**src/rtl/pipe_pkg.sv**
```systemverilog
// pipe_pkg: shared pipeline-stage states, reset PC and per-stage payload widths
package pipe_pkg;
  typedef enum logic [1:0] {
    ST_EMPTY = 2'd0,
    ST_HALF  = 2'd1,
    ST_FULL  = 2'd2
  } state_e;
  localparam logic [31:0] PC_RESET = 32'h8000_0000;
  localparam int IFID_W  = 64;
  localparam int IDEX_W  = 160;
  localparam int EXMEM_W = 112;
  localparam int MEMWB_W = 72;
endpackage

```
**src/rtl/pipe_stage_reg.sv**
```systemverilog
// pipe_stage_reg: elastic valid/ready stage register with a two-entry skid buffer and flush
module pipe_stage_reg
  import pipe_pkg::*;
#(
  parameter int                DATA_W     = 64,
  parameter logic [DATA_W-1:0] RESET_VAL  = '0,
  parameter logic [DATA_W-1:0] BUBBLE_VAL = '0
) (
  input  logic              clk,
  input  logic              reset_n,
  input  logic              flush,
  input  logic              in_valid,
  output logic              in_ready,
  input  logic [DATA_W-1:0] in_data,
  output logic              out_valid,
  input  logic              out_ready,
  output logic [DATA_W-1:0] out_data,
  output logic [1:0]        occupancy
);
  state_e            state_q, state_d;
  logic [DATA_W-1:0] main_q, main_d, skid_q, skid_d;
  logic              accept, drain;
  assign in_ready  = state_q != ST_FULL;
  assign out_valid = state_q != ST_EMPTY;
  assign out_data  = main_q;
  assign occupancy = state_q;
  assign accept    = in_valid & in_ready;
  assign drain     = out_valid & out_ready;
  always_comb begin
    state_d = state_q;
    main_d  = main_q;
    skid_d  = skid_q;
    if (flush) begin
      state_d = ST_EMPTY;
      main_d  = BUBBLE_VAL;
      skid_d  = BUBBLE_VAL;
    end else begin
      case (state_q)
        ST_EMPTY: if (accept) begin
          state_d = ST_HALF;
          main_d  = in_data;
        end
        ST_HALF: if (accept && drain) main_d = in_data;
        else if (accept) begin
          state_d = ST_FULL;
          skid_d  = in_data;
        end else if (drain) begin
          state_d = ST_EMPTY;
          main_d  = BUBBLE_VAL;
        end
        ST_FULL: if (drain) begin
          state_d = ST_HALF;
          main_d  = skid_q;
          skid_d  = BUBBLE_VAL;
        end
        default: state_d = ST_EMPTY;
      endcase
    end
  end
  always_ff @(posedge clk or negedge reset_n) begin
    if (!reset_n) begin
      state_q <= ST_EMPTY;
      main_q  <= RESET_VAL;
      skid_q  <= BUBBLE_VAL;
    end else begin
      state_q <= state_d;
      main_q  <= main_d;
      skid_q  <= skid_d;
    end
  end
endmodule

```
**config.mk**
```make
export PLATFORM = sky130hd
export DESIGN_NAME = pipe_stage_reg
export DESIGN_NICKNAME = d
export VERILOG_FILES = /design/src/rtl/pipe_pkg.sv /design/src/rtl/pipe_stage_reg.sv
export SDC_FILE = /design/constraint.sdc
export NUM_CORES = 1
export LEC_CHECK = 0
export ABC_AREA = 1
export CORE_MARGIN = 2
export CORE_UTILIZATION = 44
export DETAILED_ROUTE_END_ITERATION = 16
export DONT_BUFFER_PORTS = 1
export GPL_ROUTABILITY_DRIVEN = 0
export PLACE_DENSITY_LB_ADDON = 0.3
export SLEW_MARGIN = 20
export SYNTH_ARGS = -nofsm -noshare
export SYNTH_HDL_FRONTEND = slang
export SYNTH_SLANG_ARGS = --single-unit
```
**constraint.sdc**
```tcl
create_clock -name clk -period 2.05 [get_ports clk]
set_input_delay 0.5125 -clock clk [delete_from_list [all_inputs] [get_ports clk]]
set_output_delay 0.5125 -clock clk [all_outputs]
set_load 0.05 [all_outputs]
```
==> metrics <==
status=finished with violations; failing checks=negative hold slack; post-synthesis net count=1022; period utilization=0.958; Setup-failing EPs final=0; Post-synth EDFFs=0; gr usage total=0.235; most frequent cell after synthesis=nand2_1; Num CTS Buffers=17; floorplan row count=45; commonest cells in the netlist=nand2_1 (524), dfrtp_1 (130), nand3_1 (69); Slew Limit Headroom=0.537; multi-input logic area=3130 sq um; residual DRC count=0; pin count of the biggest net entering global routing=131; layout cells sized above 1=0.0868; PwrDens=1760 nW/um^2; maximum vdd drop=0.729 mV; clock tree buffer depth=2; f_max=0.509 GHz; Nets=1006; mapped cell area=6710 sq um; global-route wire length before repair=30.0 mm; Port Buf Inserts=0; fin cells=1133; Crit Path Max Fanout=4; Cell Chain, Critical Path=buf_6, ha_4, clkinvlp_4; Leak=0.00426 uW; clock latency on the worst-skew pair=420 ps; antenna viol nets, final=0; final critical-path setup slack=86.6 ps; vias in the first global route=5677; drt via density=5.20; Area contributors post-synth=dfrtp_1 (49%), nand2_1 (29%), nand3_1 (5.1%); Synth area leader=dfrtp_1; IO Pins=137; Pre-antenna DRT Iters=5; Critical Path End Type=primary output; final slew viol count=0; register area=3260 sq um; unrepaired setup endpoints after global routing=false; Total Wirelength=18.4 mm; worst hold slack=-212 ps; endpoints failing hold=130; Yosys warnings=0; Period minus WS final=1960 ps; RR Startpoint=occupancy[0]; clk_skew=6.34 ps; initial core utilization=0.446; 1st-iter DRT viols=560; FF+latch count, synth=130; worst reg-to-reg setup slack=160 ps; Critical-path top delay cell=dfrtp_2; r2r worst-path depth=11; top-area cell type share of the netlist area=0.485; CTS tree=yes; Main synth FF type=dfrtp_1; layout overhead on the synthesized area=12.4%; Mapped Cells=948; WL/cell=16.2 microns; CTS root buffer=clkbuf_16; via count=5887; WP data required=1540 ps; Fillers=1564; distinct cell type count after synthesis=22; initial antenna violation count=0; Slew @ Worst Pin=694 ps; height of the die=127 microns; Critical Path Max Stage Delay=390 ps; ys async rst share=1.00; ant diodes=0; post-layout util=0.502; syn avg cell area=7.07 sq um; DP HPWL=10.4 mm; Core ar.=15000 sq um; die area=16200 sq um; worst r2r dst=skid_q[26]; post-synthesis sequential area ratio=0.485; critical path arrival=1450 ps; H-tree depth=4; max-cap check violation count=0; HP Class=input pin to async pin; critical path class=register to primary output; clock sink count=130; DP Cell Count=1094; post-layout power=13300 uW; pre-CTS WS=-62.9 ps; Worst Setup Start Kind=register; Die X=127 microns; Reg clk slew, reported paths=60 ps; GRT overflow=0
[placed cells by master, fill, tap and decap left out, types with 4 or more instances in the layout]
master and instances:
inv_2 6, o21ai_1 11, clkinv_2 7, nor2_4 4, nor2_1 67, o21ai_0 53
nand3_1 69, clkinvlp_4 6, buf_12 11, clkbuf_16 17, dfrtp_1 128, nand2_1 522
buf_4 14
[metal layers]
metal	wire (microns)	share of wire	global-route usage
met4	275	0.015	0.0750
met2	8110	0.44	0.352
met1	8340	0.45	0.323
met5	0	0	0
met3	1650	0.090	0.0783
[state kept, by name, indices dropped and copies added (netlist names)]
name and count:
out_data 64, occupancy 2, skid_q 64
[cell type report]
| class | instances | share of cell area |
|---|---|---|
| clock inverter | 11 | 0.00863 |
| inverter | 11 | 0.00647 |
| sequential | 130 | 0.432 |
| multi-input combinational | 744 | 0.415 |
| clock buffer | 21 | 0.0597 |
| tap | 188 | 0.0312 |
| timing repair buffer | 28 | 0.0476 |
[stage by stage]
| step | TNS [ps] | area (sq um) | hold slack [ps] |
|---|---|---|---|
| after floorplan | 0 | 6730 | 217 |
| after global placement | -443 | 6870 | 221 |
| after detailed placement | -2500 | 6870 | 222 |
| after CTS | 0 | 7430 | -232 |
| after global routing | 0 | 7540 | -234 |
| final | 0 | 7540 | -212 |
[worst max-delay path by stage]
stage	start	end	slack, ps	depth (start not counted)
after floorplan	occupancy[0]	skid_q[10]	10	11
after detailed placement	occupancy[1]	skid_q[44]	-60	8
after global routing	occupancy[0]	skid_q[25]	0.005	8
after global placement	occupancy[0]	skid_q[58]	-30	9
after CTS	occupancy[1]	in_ready	20	3
final	occupancy[1]	in_ready	90	3
[power by group]
group / leakage (uW) / total, uW / switching, uW / internal, uW
clock: 0.000248 / 2660 / 1110 / 1560
combinational: 0.00230 / 4100 / 2680 / 1420
sequential: 0.00171 / 6490 / 2870 / 3620
total: 0.00426 / 13300 / 6660 / 6590
[critical path, delay by kind of cell (launching register included)]
family,cells,cell delay (ps)
adder cells (fa/ha/maj),1,190
flip-flops,1,390
buffers and inverters,2,450
[cells by family (layout without fill, tap and decap cells)]
kind of cell / after synthesis / after routing / share of synthesized area
and+or+nand+nor: 671 / 674 / 0.396
DFF: 130 / 130 / 0.485
buffers and inverters: 77 / 71 / 0.0608
AOI/OAI and AO/OA: 65 / 65 / 0.0485
adders and majority gates: 5 / 5 / 0.00933
[what timing repair did]
item	CTS	global route
setup endpoints to repair	65	71
endpoints found under the hold margin	130	130
buffers inserted	1	3
resized for setup	4	10
pin swaps	3	4
cloned	2	1
(Power assumes the default switching activity.)
